### src/rtl/mem_arbiter_nch_pkg.sv
// Shared types and constants for the N-channel byte-serial memory arbiter.
// Size encodings, controller state enum, default IO base, size decode helper.
package mem_arb_pkg;

  localparam logic [1:0] SZ_BYTE = 2'd0;
  localparam logic [1:0] SZ_HALF = 2'd1;
  localparam logic [1:0] SZ_WORD = 2'd2;

  localparam logic [31:0] IO_BASE_DEF = 32'h0003_0000;

  typedef enum logic [1:0] {
    ST_IDLE,
    ST_XFER,
    ST_DONE
  } arb_state_t;

  // Byte count for a size code, capped at the data path width.
  function automatic int unsigned size_bytes(
    input logic [1:0]  sz,
    input int unsigned cap
  );
    int unsigned n;
    case (sz)
      SZ_BYTE: n = 1;
      SZ_HALF: n = 2;
      default: n = 4;
    endcase
    if (n > cap) n = cap;
    return n;
  endfunction

endpackage

### src/rtl/rr_arbiter.sv
// Round-robin grant: first requester at or after the pointer, with wrap.
// Ports: clk_in, rst_in (sync, active-low), req, adv -> gnt (one-hot), idx, any.
module rr_arbiter #(
  parameter int NUM_CH = 2,
  parameter int IW     = (NUM_CH > 1) ? $clog2(NUM_CH) : 1
) (
  input  logic              clk_in,
  input  logic              rst_in,
  input  logic [NUM_CH-1:0] req,
  input  logic              adv,
  output logic [NUM_CH-1:0] gnt,
  output logic [IW-1:0]     idx,
  output logic              any
);

  logic [IW-1:0] ptr_q;

  always_comb begin
    int j;
    j   = 0;
    gnt = '0;
    idx = '0;
    any = 1'b0;
    for (int i = 0; i < NUM_CH; i++) begin
      j = int'(ptr_q) + i;
      if (j >= NUM_CH) j = j - NUM_CH;
      if (!any && req[j]) begin
        any    = 1'b1;
        gnt[j] = 1'b1;
        idx    = IW'(j);
      end
    end
  end

  always_ff @(posedge clk_in) begin
    if (!rst_in) begin
      ptr_q <= '0;
    end else if (adv && any) begin
      ptr_q <= (int'(idx) == NUM_CH - 1) ? '0 : idx + IW'(1);
    end
  end

endmodule

### src/rtl/mem_arbiter_nch.sv
// N-channel round-robin arbiter onto a byte-serial RAM/IO bus.
// Ports: per-channel req/we/size/addr/wdata in, ack/rdata out; mem_* bus.
module mem_arbiter_nch
  import mem_arb_pkg::*;
#(
  parameter int                NUM_CH     = 2,
  parameter int                ADDR_W     = 32,
  parameter int                DATA_W     = 32,
  parameter logic [NUM_CH-1:0] FLUSH_MASK = 'b01,
  parameter logic [ADDR_W-1:0] IO_BASE    = ADDR_W'(IO_BASE_DEF)
) (
  input  logic                     clk_in,
  input  logic                     rst_in,
  input  logic                     rdy_in,
  input  logic [7:0]               mem_din,
  output logic [7:0]               mem_dout,
  output logic [ADDR_W-1:0]        mem_a,
  output logic                     mem_wr,
  input  logic                     io_buffer_full,
  input  logic                     flush_in,
  input  logic [NUM_CH-1:0]        req_in,
  input  logic [NUM_CH-1:0]        we_in,
  input  logic [2*NUM_CH-1:0]      size_in,
  input  logic [ADDR_W*NUM_CH-1:0] addr_in,
  input  logic [DATA_W*NUM_CH-1:0] wdata_in,
  output logic [NUM_CH-1:0]        ack_out,
  output logic [DATA_W-1:0]        rdata_out
);

  localparam int NB = DATA_W / 8;
  localparam int CW = $clog2(NB + 1);
  localparam int IW = (NUM_CH > 1) ? $clog2(NUM_CH) : 1;

  arb_state_t state_q, state_d;

  logic [NUM_CH-1:0] req_ok, gnt, gnt_q;
  logic [IW-1:0]     g_idx;
  logic              g_any, take;

  logic              g_we;
  logic [1:0]        g_size;
  logic [ADDR_W-1:0] g_addr;
  logic [DATA_W-1:0] g_wdata;
  logic [CW-1:0]     g_n;

  logic              we_q, cap_q;
  logic [CW-1:0]     n_q, k_q;
  logic [ADDR_W-1:0] addr_q, cur_a;
  logic [DATA_W-1:0] wdata_q, rdata_q, rdata_cap;
  logic [7:0]        wbyte;

  logic issue, stall, abort, fire;

  // A flushable read is masked out of arbitration while flush is high.
  always_comb begin
    req_ok = '0;
    for (int i = 0; i < NUM_CH; i++) begin
      req_ok[i] = req_in[i]
                & ~(flush_in & FLUSH_MASK[i] & ~we_in[i]);
    end
  end

  assign take = (state_q == ST_IDLE) & rdy_in & g_any;

  rr_arbiter #(
    .NUM_CH (NUM_CH),
    .IW     (IW)
  ) u_rr (
    .clk_in (clk_in),
    .rst_in (rst_in),
    .req    (req_ok),
    .adv    (take),
    .gnt    (gnt),
    .idx    (g_idx),
    .any    (g_any)
  );

  always_comb begin
    g_we    = we_in[g_idx];
    g_size  = size_in[2*int'(g_idx) +: 2];
    g_addr  = addr_in[ADDR_W*int'(g_idx) +: ADDR_W];
    g_wdata = wdata_in[DATA_W*int'(g_idx) +: DATA_W];
    g_n     = CW'(size_bytes(g_size, NB));
  end

  assign cur_a = addr_q + ADDR_W'(k_q);
  assign issue = (state_q == ST_XFER)
               | ((state_q == ST_DONE) & we_q);
  assign stall = we_q & io_buffer_full & (cur_a >= IO_BASE);
  assign abort = flush_in & ~we_q & (|(gnt_q & FLUSH_MASK))
               & (state_q != ST_IDLE);
  assign fire  = (state_q == ST_DONE) & rdy_in & ~abort & ~stall;

  // k_q runs one ahead of the byte being captured, so the byte
  // landing on mem_din this cycle belongs at index k_q-1.
  always_comb begin
    rdata_cap = rdata_q;
    wbyte     = '0;
    for (int b = 0; b < NB; b++) begin
      if (k_q == CW'(b + 1)) rdata_cap[8*b +: 8] = mem_din;
      if (k_q == CW'(b))     wbyte = wdata_q[8*b +: 8];
    end
  end

  always_ff @(posedge clk_in) begin
    if (!rst_in) state_q <= ST_IDLE;
    else         state_q <= state_d;
  end

  // Reads finish in DONE (final capture); writes issue their last byte
  // in DONE, so a write acks together with its final bus write.
  always_comb begin
    state_d = state_q;
    case (state_q)
      ST_IDLE: begin
        if (take)
          state_d = (g_we && g_n == CW'(1)) ? ST_DONE : ST_XFER;
      end
      ST_XFER: begin
        if (rdy_in) begin
          if (abort)
            state_d = ST_IDLE;
          else if (we_q) begin
            if (!stall && k_q == n_q - CW'(2)) state_d = ST_DONE;
          end else if (k_q == n_q - CW'(1))
            state_d = ST_DONE;
        end
      end
      ST_DONE: begin
        if (!rdy_in) begin
          if (!we_q) state_d = ST_XFER;
        end else if (abort || !stall)
          state_d = ST_IDLE;
      end
      default: state_d = ST_IDLE;
    endcase
  end

  always_ff @(posedge clk_in) begin
    if (!rst_in) begin
      gnt_q   <= '0;
      we_q    <= 1'b0;
      n_q     <= '0;
      k_q     <= '0;
      cap_q   <= 1'b0;
      addr_q  <= '0;
      wdata_q <= '0;
      rdata_q <= '0;
    end else begin
      case (state_q)
        ST_IDLE: begin
          if (take) begin
            gnt_q   <= gnt;
            we_q    <= g_we;
            n_q     <= g_n;
            addr_q  <= g_addr;
            wdata_q <= g_wdata;
            rdata_q <= '0;
            k_q     <= '0;
            cap_q   <= 1'b0;
          end
        end
        ST_XFER: begin
          if (!rdy_in) begin
            // Capture lost: step back so the byte is fetched again.
            if (cap_q) begin
              k_q   <= k_q - CW'(1);
              cap_q <= 1'b0;
            end
          end else if (abort) begin
            k_q   <= '0;
            cap_q <= 1'b0;
          end else if (we_q) begin
            if (!stall) k_q <= k_q + CW'(1);
          end else begin
            if (cap_q) rdata_q <= rdata_cap;
            k_q   <= k_q + CW'(1);
            cap_q <= 1'b1;
          end
        end
        ST_DONE: begin
          if (!rdy_in) begin
            if (!we_q) begin
              k_q   <= k_q - CW'(1);
              cap_q <= 1'b0;
            end
          end else if (abort || !stall) begin
            k_q   <= '0;
            cap_q <= 1'b0;
          end
        end
        default: ;
      endcase
    end
  end

  always_comb begin
    mem_a     = issue ? cur_a : '0;
    mem_wr    = issue & we_q & rdy_in & ~stall;
    mem_dout  = (issue & we_q) ? wbyte : '0;
    ack_out   = fire ? gnt_q : '0;
    rdata_out = (fire & ~we_q) ? rdata_cap : '0;
  end

endmodule

### config.mk
export PLATFORM = sky130hd
export DESIGN_NAME = mem_arbiter_nch
export DESIGN_NICKNAME = d
export VERILOG_FILES = /design/src/rtl/mem_arbiter_nch_pkg.sv /design/src/rtl/rr_arbiter.sv /design/src/rtl/mem_arbiter_nch.sv
export SDC_FILE = /design/constraint.sdc
export NUM_CORES = 1
export LEC_CHECK = 0
export ABC_AREA = 1
export CAP_MARGIN = 20
export CORE_ASPECT_RATIO = 1.75
export CORE_MARGIN = 2
export CORE_UTILIZATION = 39
export DETAILED_ROUTE_END_ITERATION = 8
export HOLD_SLACK_MARGIN = 0.08
export PLACE_DENSITY_LB_ADDON = 0.08
export RECOVER_POWER = 100
export SETUP_SLACK_MARGIN = 0.02
export SKIP_LAST_GASP = 1
export SYNTH_ARGS = -nofsm -noshare
export SYNTH_HDL_FRONTEND = slang
export SYNTH_SLANG_ARGS = --single-unit
### constraint.sdc
create_clock -name clk_in -period 2.7 [get_ports clk_in]
set_input_delay 0.27 -clock clk_in [delete_from_list [all_inputs] [get_ports clk_in]]
set_output_delay 0.27 -clock clk_in [all_outputs]
set_load 0.05 [all_outputs]
==> results.json <==
{
  "muxShareOfSynthArea": 0.00548,
  "synth-simple-area-share": 0.350,
  "grt_util_all_layers": 0.256,
  "r2r_slack_ps": 160,
  "setup_tns_ps": -24070,
  "core_um2": 18500,
  "slew_headroom": 0.337,
  "hold_depth": 2,
  "violations": "negative setup slack",
  "place_ws_ps": -386,
  "period_share": 1.27,
  "synthAdderAreaFrac": 0.0267,
  "worstPathMaxFanout": 8,
  "final_nets": 1578,
  "clk_path_buf_depth": 2,
  "ys_ff_latch": 109,
  "synth_top_area_frac": 0.299,
  "seq_area_frac_synth": 0.299,
  "synthCells": 1140,
  "io_pins": 224,
  "worstMarginPinSlew_ps": 994,
  "async_flop_share": 0,
  "syn_area_per_cell_um2": 6.41,
  "cts-root-buf": "clkbuf_16",
  "yosys_warnings": 0,
  "dieArea_um2": 19900,
  "dieWidth_um": 107,
  "fmax_mhz": 292,
  "cts_tree": "done",
  "yosysTopAreaCell": "dfxtp_1",
  "hold_viol_final": 0,
  "cts.sinks": 109,
  "synth_compound_area_frac": 0.199,
  "h-tree-depth": 3,
  "status": "finished with violations",
  "hp-class": "in2reg",
  "initial_core_util": 0.395,
  "fin_ws_ps": -729,
  "clk_latency_ps": 360,
  "skew_ps": 15.1,
  "reg2reg_from": "addr_q[0]",
  "hold_buffers": 0,
  "r2r_end": "k_q[2]",
  "ant_nets": 0,
  "synthToLayoutAreaGrowth_pct": 58.6,
  "synthesis.area_um2": 7300,
  "cp.arrival_ps": 3160,
  "wire_per_inst_um": 15.5,
  "drtPass1Iterations": 5,
  "pwr_density_cell_nw_per_um2": 764,
  "m1WireLength_mm": 10.0,
  "wl_met3_mm": 1.11,
  "grt_pass1_vias": 8050,
  "synthTopCellsByCount": "nand2_1 (312), inv_1 (130), dfxtp_1 (109), nand3_1 (98), nor2_1 (88)",
  "grt_max_degree": 68,
  "min_to": "rdata_q[31]",
  "synth_xor_xnor_area_share": 0.0144,
  "hp-start": "rst_in",
  "p_leak_nw": 5.26,
  "gp_congestion": 0.983,
  "required_ps": 2430,
  "diodes": 0,
  "fill_cells": 1692,
  "critPathKind": "reg2out",
  "portBuffers": 223,
  "numCtsBuffers": 9,
  "die_y_um": 185,
  "startpoint_type": "flop",
  "ff2ff_path_depth": 21,
  "grt_pass1_wl_mm": 40.5,
  "drive_gt1_frac": 0.205,
  "totalWireLength_mm": 25.6,
  "synth.most_common_cell": "nand2_1",
  "ir_worst_vdd_v": 0.000490,
  "highest_layer": "met4",
  "synth_top_family_by_area": "simple AND/OR/NAND/NOR gates",
  "setup_violations": 35,
  "synth-main-ff-cell": "dfxtp_1",
  "syn_nets": 1304,
  "worstSetupEndpointType": "output port",
  "synth-edff-count": 0,
  "rsz0062_at_grt": "yes",
  "slew_viol_final": 0,
  "grt_remaining_overflow": 0,
  "fin_crit_ps": 3430,
  "synth_area_leaders": "dfxtp_1 (30%), nand2_1 (16%), o211ai_1 (7.4%), nand3_1 (6.7%), inv_1 (6.7%)",
  "drc": 0,
  "cap_violations": 0,
  "clkSlewWorstSetupHoldPaths_ps": 80,
  "dp_hpwl_mm": 19.6,
  "rows": 66,
  "wl_met2_mm": 13.5,
  "vias_per_cell": 5.06,
  "synthDistinctLibCells": 35,
  "num_vias": 8382,
  "cp-startpoint": "addr_q[0]",
  "first_iter_violations": 349,
  "antenna_found_initial": 0
}
[cell usage in the layout, fill, tap and decap left out, types with 4 or more instances in the layout]
master / instances
buf_4: 95
o21ai_0: 65
nand4_1: 10
dfxtp_1: 103
ha_1: 11
nand2_1: 305
a21oi_1: 39
mux2i_1: 4
clkdlybuf4s50_1: 148
nor2_4: 43
nor2_2: 12
nor2_1: 76
o211a_1: 32
buf_12: 60
nand2_2: 9
xor2_1: 4
o211ai_1: 72
nand3b_1: 10
nand3_1: 95
or2_2: 5
clkbuf_2: 13
inv_1: 128
clkbuf_16: 11
dfxtp_2: 5
xnor2_1: 8
[power breakdown]
| group | switching, W | internal (W) | total (W) |
|---|---|---|---|
| Sequential | 0.000315 | 0.00210 | 0.00242 |
| Combinational | 0.00311 | 0.00200 | 0.00511 |
| Clock | 0.000676 | 0.000656 | 0.00133 |
| Total | 0.00410 | 0.00476 | 0.00886 |
[state kept, by name, indices dropped and copies added (netlist names)]
register,cells
cap_q,1
n_q,3
wdata_q,32
state_q,2
rdata_q,32
addr_q,32
u_rr.ptr_q,1
we_q,1
gnt_q,2
k_q,3
[final cells by class]
cell class / count / area [µm²] / share of cell area
clock buffer: 10 / 229 / 0.0198
sequential: 109 / 2190 / 0.189
clock inverter: 6 / 63.8 / 0.00551
inverter: 135 / 512 / 0.0442
multi-input combinational: 830 / 4680 / 0.404
timing repair buffer: 329 / 3610 / 0.312
tap: 238 / 298 / 0.0257
[logic make-up after synthesis]
logic type	count (synthesis)
AO/OA/AOI/OAI	218
XOR/XNOR	12
adder cells (fa/ha/maj)	15
buffers and inverters	201
flip-flops	109
multiplexers	4
AND/OR/NAND/NOR	581
[per-layer routing]
| metal | vias to the layer above | track usage |
|---|---|---|
| met5 | - | 0 |
| met4 | 0 | 0.102 |
| met3 | 56 | 0.0348 |
| met2 | 238 | 0.471 |
| met1 | 3799 | 0.294 |
| li1 | 4289 | - |
[metrics by stage]
| step | utilization | total power [W] | cells | hold slack (ps) | area [µm²] |
|---|---|---|---|---|---|
| finish | 0.626 | 0.00886 | 1657 | 389 | 11600 |
| global route | 0.626 | 0.00956 | 1657 | 399 | 11600 |
| CTS | 0.632 | 0.00896 | 1655 | 383 | 11700 |
| detailed placement | 0.610 | 0.00751 | 1634 | 457 | 11300 |
| global placement | 0.610 | 0.00744 | 1634 | 451 | 11300 |
| floorplan | - | 0.00566 | 1140 | 441 | 7550 |
[repair_timing]
| action | 4_1_cts | 5_1_grt |
|---|---|---|
| gates cloned | 2 | 2 |
| setup buffers | 4 | 0 |
| endpoints found under the setup margin | 46 | 49 |
| gates resized for setup | 16 | 28 |
| pin swaps | 9 | 15 |
[how the worst max path moves through the flow]
stage | to | slack (ps) | cells past startpoint
floorplan | rdata_out[10] | -100 | 18
detailed placement | rdata_out[31] | -390 | 19
CTS | rdata_out[0] | -700 | 19
finish | rdata_out[30] | -730 | 21
global route | rdata_out[30] | -960 | 21
global placement | rdata_out[31] | -340 | 19
[critical path, cell delays in order (launching register included)]
cell	delay [ps]
dfxtp_2	350
ha_4	140
buf_4	100
buf_4	110
nand3_1	80
nand3_1	150
nand2_1	130
nor2_2	180
nand2_1	70
nand2_1	80
nand2_1	60
nor2_1	90
nand2_1	60
nor2_1	120
nand2_2	100
nand2_2	80
inv_2	50
nor3_4	210
nand2_4	180
buf_16	210
nor2_4	130
buf_12	140
Note: power is estimated with default switching activity, not from simulation.
